**src/rtl/pwm_decoder.sv**
```systemverilog
// Measures high time and period of an asynchronous PWM waveform in clk cycles.
// Each completed cycle is reported with a one-cycle valid strobe; a sticky timeout flags a stuck input.
module pwm_decoder #(
  parameter int WIDTH = 16
) (
  input  logic             clk,
  input  logic             reset,
  input  logic             en,
  input  logic             signal,
  output logic [WIDTH-1:0] high_cnt,
  output logic [WIDTH-1:0] period_cnt,
  output logic             valid,
  output logic             timeout
);

  typedef enum logic [1:0] {
    IDLE,
    HIGH,
    LOW
  } state_t;

  localparam logic [WIDTH-1:0] CNT_MAX = '1;
  localparam logic [WIDTH-1:0] CNT_ONE = WIDTH'(1);

  state_t           state;
  logic             s1, s2, s3;
  logic [WIDTH-1:0] cnt;
  logic [WIDTH-1:0] high_lat;
  logic             rise;
  logic             fall;

  // s1/s2 form the metastability synchroniser; s3 is the history bit for edge detection.
  assign rise = s2 & ~s3;
  assign fall = ~s2 & s3;

  // NOTE: every register here uses <= so all updates see the pre-edge values of cnt/state.
  always_ff @(posedge clk) begin
    if (reset) begin
      s1         <= 1'b0;
      s2         <= 1'b0;
      s3         <= 1'b0;
      state      <= IDLE;
      cnt        <= '0;
      high_lat   <= '0;
      high_cnt   <= '0;
      period_cnt <= '0;
      valid      <= 1'b0;
      timeout    <= 1'b0;
    end else begin
      s1    <= signal;
      s2    <= s1;
      s3    <= s2;
      valid <= 1'b0;

      if (!en) begin
        state <= IDLE;
        cnt   <= '0;
      end else begin
        unique case (state)
          IDLE: begin
            // No previous edge to measure from, so the first rise only starts the count.
            if (rise) begin
              state <= HIGH;
              cnt   <= CNT_ONE;
            end else begin
              cnt <= '0;
            end
          end

          HIGH: begin
            if (cnt == CNT_MAX) begin
              timeout <= 1'b1;
              state   <= IDLE;
              cnt     <= '0;
            end else begin
              cnt <= cnt + CNT_ONE;
              if (fall) begin
                high_lat <= cnt;
                state    <= LOW;
              end
            end
          end

          LOW: begin
            // A rise on the saturating cycle still yields a normal measurement.
            if (rise) begin
              period_cnt <= cnt;
              high_cnt   <= high_lat;
              valid      <= 1'b1;
              timeout    <= 1'b0;
              cnt        <= CNT_ONE;
              state      <= HIGH;
            end else if (cnt == CNT_MAX) begin
              timeout <= 1'b1;
              state   <= IDLE;
              cnt     <= '0;
            end else begin
              cnt <= cnt + CNT_ONE;
            end
          end

          default: begin
            state <= IDLE;
            cnt   <= '0;
          end
        endcase
      end
    end
  end

endmodule

```
**config.mk**
```make
export PLATFORM = sky130hd
export DESIGN_NAME = pwm_decoder
export DESIGN_NICKNAME = d
export VERILOG_FILES = /design/src/rtl/pwm_decoder.sv
export SDC_FILE = /design/constraint.sdc
export NUM_CORES = 1
export LEC_CHECK = 0
export CAP_MARGIN = 20
export CORE_ASPECT_RATIO = 0.5
export CORE_UTILIZATION = 25
export CTS_BUF_LIST = sky130_fd_sc_hd__clkbuf_4
export DETAILED_ROUTE_END_ITERATION = 8
export GPL_ROUTABILITY_DRIVEN = 0
export PLACE_DENSITY = 0.4
export SLEW_MARGIN = 10
export SYNTH_ARGS = -nofsm -noshare
export SYNTH_HDL_FRONTEND = slang
export SYNTH_SLANG_ARGS = --single-unit
```
**constraint.sdc**
```tcl
create_clock -name clk -period 2.9 [get_ports clk]
set_clock_uncertainty 0.05 [all_clocks]
set_input_delay 0.435 -clock clk [delete_from_list [all_inputs] [get_ports clk]]
set_output_delay 0.435 -clock clk [all_outputs]
set_load 0.03 [all_outputs]
```
==> flow_summary.ini, run 1 <==
[run_status]
status = complete, no violations

[clock_network]
cts_hold_buffers = 0
worstSkewPairLatency_ns = 0.42
clockRootBuffer = clkbuf_4
cts_setup_buffers = 0
cts.reportedPaths.clkPinSlew_ns = 0.11
clock_sinks = 71
clock_path_buffers = 2
cts_tree = built
cts_resized = 0
cts_buffers = 9
h-tree-depth = 3

[timing]
drv_slew = 0
fin_hold_ws_ns = 0.330
period_needed_ns = 2.17
max_freq_mhz = 460
timing.final.crit_share_pct = 75.0
hold_viol = 0
setup_violations = 0
setup_slack_ns = 0.726
rsz0062_at_grt = no
tns_ns = 0
slew_headroom_pct = 51.3
worst_pin_slew_ns = 0.713

[synth]
ys_seq_area_share_pct = 52.1
yosysTopAreaCell = dfxtp_1
yosysWarnings = 0
synth_area_sq_um = 2730
yosys_register_bits = 71
synthCells = 311
synth.top_cell.area_share_pct = 52.1
ys_top_cells_by_count = nand2_1 (73), dfxtp_1 (71), nor2_1 (39), a21oi_1 (35), mux2i_1 (16)
post_synth.cell_area_avg_sq_um = 8.77
synth_edf_count = 0
async_flop_share_pct = 0
synth_area_leaders = dfxtp_1 (52%), nand2_1 (10%), a21oi_1 (6.4%)
syn-num-nets = 320
synth_most_common_cell = nand2_1
synth_ff_type = dfxtp_1
yosysUniqueCellTypes = 30

[power]
ir_drop_mv = 0.142
powerDensity_nw_per_um2 = 503
p_leak_nw = 1.11

[routing]
firstDrtPassIters = 4
final_antenna_net_count = 0
vias_per_cell = 4.22
routed_wl_microns = 5900
via_count = 2075
drc = 0
dr.first_iter.drc_count = 50
wire_per_inst_microns = 12.0

[finish]
areaGrowthSynthToFinish_pct = 23.8
instances_no_fill = 492
fin_nets = 356
final_cell_area_sq_um = 3380
antenna_cells = 0
fill_cells = 1120
multi_input_area_sq_um = 1210
seqCellArea_sq_um = 1420
drive_above_1_share_pct = 6.82

[critical_path]
crit_path_start_kind = register
cp_slowest_stage_delay_ns = 0.67
cp.required_ns = 3.21
worstPathArrival_ns = 2.49
crit_buf_inv = 0
slowest_stage = a2111oi_0
setup.worst_path.class = reg -> reg
reg2reg_to = state[0]$_SDFFE_PP0P_
r2r_setup_slack_ns = 0.73
critPathMaxFanout = 5
critical_path.top_delay_family = compound AO/OA/AOI/OAI gates
r2r_start = cnt[1]$_SDFF_PP0_
crit_path_end_kind = register
rr_worst_depth = 6
path_cells = ha_1 > and4_1 > nand4_1 > a21oi_1 > a2111oi_0 > a21o_1

[placed_design]
place_ws_ns = 0.749
placedInstanceArea_sq_um = 3220
hpwl_microns = 4130
dp.cells = 476
port_buffers = 37

[job]
cap_viol_max_count = 0

[grt]
grt_pass1_vias = 2004
grt_overflow_total = 0
antenna_found_initial = 0
grt_use_total_pct = 11.5
grt_pass1_wl_microns = 9760
grt_max_degree = 53

[floorplanning]
die_x_microns = 150
core_area_sq_um = 10400
initial_utilization_pct = 26.2
die-height_microns = 75.9
rows = 26
die_area_sq_um = 11400
io_pins = 38

[hold_path]
worst_hold_path.endpoint = valid$_SDFF_PP0_
holdPathStages = 3
hold_start = reset
hold_path_class = in -> reg
[through the flow]
step,power (mW),utilization [%]
after floorplan,1.02,-
after global placement,1.03,30.9
after detailed placement,1.03,30.9
after CTS,1.74,32.4
after global routing,1.78,32.4
final,1.70,32.4
[state kept, by name, summed over array words and instances (netlist names)]
name,cells
s1,1
timeout,1
high_lat,16
s3,1
state,2
period_cnt,16
s2,1
high_cnt,16
valid,1
cnt,16
[cells by family after synthesis]
family,count (synthesis),share of synthesized area (%)
multiplexers,16,5.87
flip-flops,71,52.1
adder cells (fa/ha/maj),5,2.29
AND/OR/NAND/NOR,142,23.0
XOR/XNOR,14,4.50
buffers and inverters,20,3.49
AO/OA/AOI/OAI,43,8.76
[worst max path at each step]
stage | from | cells after the start | end | slack, ns
final | cnt[1]$_SDFF_PP0_ | 6 | state[0]$_SDFFE_PP0P_ | 0.73
after global placement | cnt[1]$_SDFF_PP0_ | 6 | state[1]$_SDFFE_PP0P_ | 0.84
after CTS | cnt[1]$_SDFF_PP0_ | 6 | state[1]$_SDFFE_PP0P_ | 0.80
after global routing | cnt[1]$_SDFF_PP0_ | 6 | cnt[1]$_SDFF_PP0_ | 0.64
after detailed placement | en | 5 | cnt[15]$_SDFF_PP0_ | 0.75
after floorplan | cnt[0]$_SDFF_PP0_ | 8 | high_lat[9]$_SDFFE_PP0P_ | 0.87
[layout make-up]
class                      count  area share [%]
inverter                       3           0.333
multi-input combinational    220            35.9
tap                          140            5.19
clock inverter                 7            2.59
clock buffer                   9            2.00
sequential                    71            42.1
timing repair buffer          42            11.9
[worst register-to-register path, delay by kind of cell (launching register included)]
family                     cells  cell delay [ns]
AOI/OAI and AO/OA              3             0.98
and+or+nand+nor                2             0.45
DFF                            1             0.40
adders and majority gates      1             0.25
[report_power, final]
group / total (mW) / internal, mW / switching, mW
clock: 0.691 / 0.344 / 0.347
sequential: 0.979 / 0.977 / 0.00157
combinational: 0.0298 / 0.00924 / 0.0206
total: 1.70 / 1.33 / 0.369
[cell usage in the layout (no fill, tap or decap), types with 2 or more instances in the layout]
cell             instances
a21oi_1                 35
mux2i_1                 16
nor2_1                  39
xnor2_1                  4
and4_4                   2
and4_1                   3
nor2b_1                  5
nand4_1                  4
clkinv_2                 3
xor2_1                  10
dfxtp_1                 71
and2_1                   2
clkdlybuf4s50_1         36
ha_1                     5
clkbuf_4                 9
bufinv_16                2
nand2_1                 73
inv_1                    3
a21o_1                   2
nand3_1                  4
buf_4                    5
nor3_1                   3
nand2b_1                 3
and3_1                   3
[per-layer routing]
metal | global-route usage [%] | share of wire, % | vias up
met5 | 0 | 0 | -
met4 | 4.38 | 1.6 | 0
met3 | 4.37 | 3.2 | 9
met2 | 18.0 | 45 | 14
met1 | 14.6 | 50 | 953
li1 | - | - | 1099
No activity file was read; power rests on OpenSTA's default activity.
==> inputs of run 2 (changes only) <==
--- a/config.mk
+++ b/config.mk
@@ -11,7 +11,7 @@
 export CTS_BUF_LIST = sky130_fd_sc_hd__clkbuf_4
 export DETAILED_ROUTE_END_ITERATION = 8
 export GPL_ROUTABILITY_DRIVEN = 0
-export PLACE_DENSITY = 0.4
+export PLACE_DENSITY = 0.41
 export SLEW_MARGIN = 10
 export SYNTH_ARGS = -nofsm -noshare
 export SYNTH_HDL_FRONTEND = slang
==> constraint.sdc (replaced) <==
create_clock -name clk -period 1.8 [get_ports clk]
set_clock_uncertainty 0.05 [all_clocks]
set_input_delay 0.27 -clock clk [delete_from_list [all_inputs] [get_ports clk]]
set_output_delay 0.27 -clock clk [all_outputs]
set_load 0.03 [all_outputs]
==> flow_summary.ini, run 2 (same netlist as run 1, synthesis figures left out) <==
[clock_network]
cts.reportedPaths.clkPinSlew_ns = 0.11
cts_setup_buffers = 0
cts_tree = built
clock_path_buffers = 2
clockRootBuffer = clkbuf_4
clock_sinks = 71
h-tree-depth = 3
worstSkewPairLatency_ns = 0.43
cts_buffers = 9

[floorplanning]
rows = 26
initial_utilization_pct = 26.2
io_pins = 38
core_area_sq_um = 10400
die_area_sq_um = 11400
die_x_microns = 150
die-height_microns = 75.9

[critical_path]
slowest_stage = dfxtp_1
cp.depth = 7
rr_worst_depth = 7
crit_path_end_kind = register
cp_slowest_stage_delay_ns = 0.36
worstPathArrival_ns = 1.96
critPathMaxFanout = 16
crit_path_start_kind = register
crit_buf_inv = 2
setup.worst_path.class = reg -> reg
cp.required_ns = 2.06
critical_path.top_delay_family = simple AND/OR/NAND/NOR gates
path_cells = inv_1 > ha_2 > nand2_1 > nor3_4 > buf_12 > mux2i_1 > nor2_1

[routing]
firstDrtPassIters = 4
vias_per_cell = 4.32
via_count = 2184
dr.first_iter.drc_count = 85
final_antenna_net_count = 0
drc = 0
routed_wl_microns = 6280
wire_per_inst_microns = 12.4

[timing]
rsz0062_at_grt = no
period_needed_ns = 1.70
setup_violations = 0
worst_pin_slew_ns = 0.542
max_freq_mhz = 588
hold_viol = 0
fin_hold_ws_ns = 0.208
drv_slew = 0
timing.final.crit_share_pct = 94.5
slew_headroom_pct = 63.9

[hold_path]
hold_path_class = in -> reg
holdPathStages = 3

[grt]
grt_pass1_wl_microns = 10200
grt_pass1_vias = 2088
grt_overflow_total = 0
antenna_found_initial = 0
grt_use_total_pct = 12.1
grt_max_degree = 53

[finish]
fin_nets = 372
fill_cells = 1134
drive_above_1_share_pct = 12.3
final_common_cell = nand2_1
areaGrowthSynthToFinish_pct = 30.4
antenna_cells = 0
layout_common_cells = nand2_1 (73), dfxtp_1 (69), nor2_1 (39)

[power]
power_mw = 2.74
power_switching_uw = 583
power_frac_comb_pct = 2.0
power.share.clock_pct = 40.5
p_leak_nw = 1.51
ir_drop_mv = 0.310
internal_power_mw = 2.15
pwr-share-seq_pct = 57.5
powerDensity_nw_per_um2 = 770
p_sw_share_pct = 21.3

[placed_design]
hpwl_microns = 4370
port_buffers = 37

[run_status]
status = complete, no violations

[job]
cap_viol_max_count = 0
run 2: cell types whose count changed in the layout (fill, tap and decap cells not counted), sizes merged:
cell and change:
clkdlybuf4s50 -34, dlygate4sd2 +24, buf +16, dlymetal6s2s +10
clkinv -3, clkbuf +1
run 2: per-layer routing:
metal	routed length (microns)	up-vias	track usage, %
met2	2820	23	19.4
met3	249	10	5.03
met4	81	0	4.49
li1	-	1121	-
met1	3130	1030	14.6
met5	0	-	0
run 2: power groups by stage:
stage	sequential (mW)	combinational, mW	clock, mW
5_1_grt	1.58	0.0614	1.23
2_1_floorplan	1.61	0.0321	0
6_report	1.58	0.0547	1.11
4_1_cts	1.58	0.0530	1.16
3_3_place_gp	1.61	0.0522	0
3_5_place_dp	1.61	0.0529	0
run 2: final cells by class:
cell class / count / area (sq um) / area share, %
inverters: 3 / 11.3 / 0.317
repair buffers: 58 / 556 / 15.6
flip-flops and latches: 71 / 1430 / 40.1
multi-input cells: 220 / 1240 / 34.9
clock buffers: 10 / 75.1 / 2.11
well taps: 140 / 175 / 4.93
clock inverters: 4 / 72.6 / 2.04
run 2: path summary, 6_finish.rpt:
| kind | from | end | slack [ns] |
|---|---|---|---|
| setup / recovery | state[1]$_SDFFE_PP0P_ | high_lat[2]$_SDFFE_PP0P_ | 0.1 |
| hold / removal | reset | valid$_SDFF_PP0_ | 0.21 |
| hold reg to reg | high_cnt[1]$_SDFFE_PP0P_ | high_cnt[1]$_SDFFE_PP0P_ | 0.41 |
| setup reg to reg | state[1]$_SDFFE_PP0P_ | high_lat[2]$_SDFFE_PP0P_ | 0.1 |
run 2: stage by stage:
stage                     util (%)  worst slack, ns  setup TNS [ns]  std cells  area (sq um)
after floorplan                  -          -0.0816          -0.816        311          2750
after global placement        32.6           0.0563               0        492          3400
after detailed placement      32.6           0.0267               0        492          3400
after CTS                     33.8          0.00161               0        506          3510
after global routing          34.2          0.00308               0        506          3560
final                         34.2           0.0997               0        506          3560
run 2: repair_timing:
item / CTS / global route
endpoints found under the setup margin: 24 / 29
resized for setup: 24 / 15
hold buffers: 0 / 0
run 2: worst register-to-register path, delay by kind of cell, from the launching register on:
kind	cells	cell delay, ns
adder cells (fa/ha/maj)	1	0.26
buffers and inverters	2	0.29
flip-flops	1	0.36
multiplexers	1	0.22
AND/OR/NAND/NOR	3	0.40
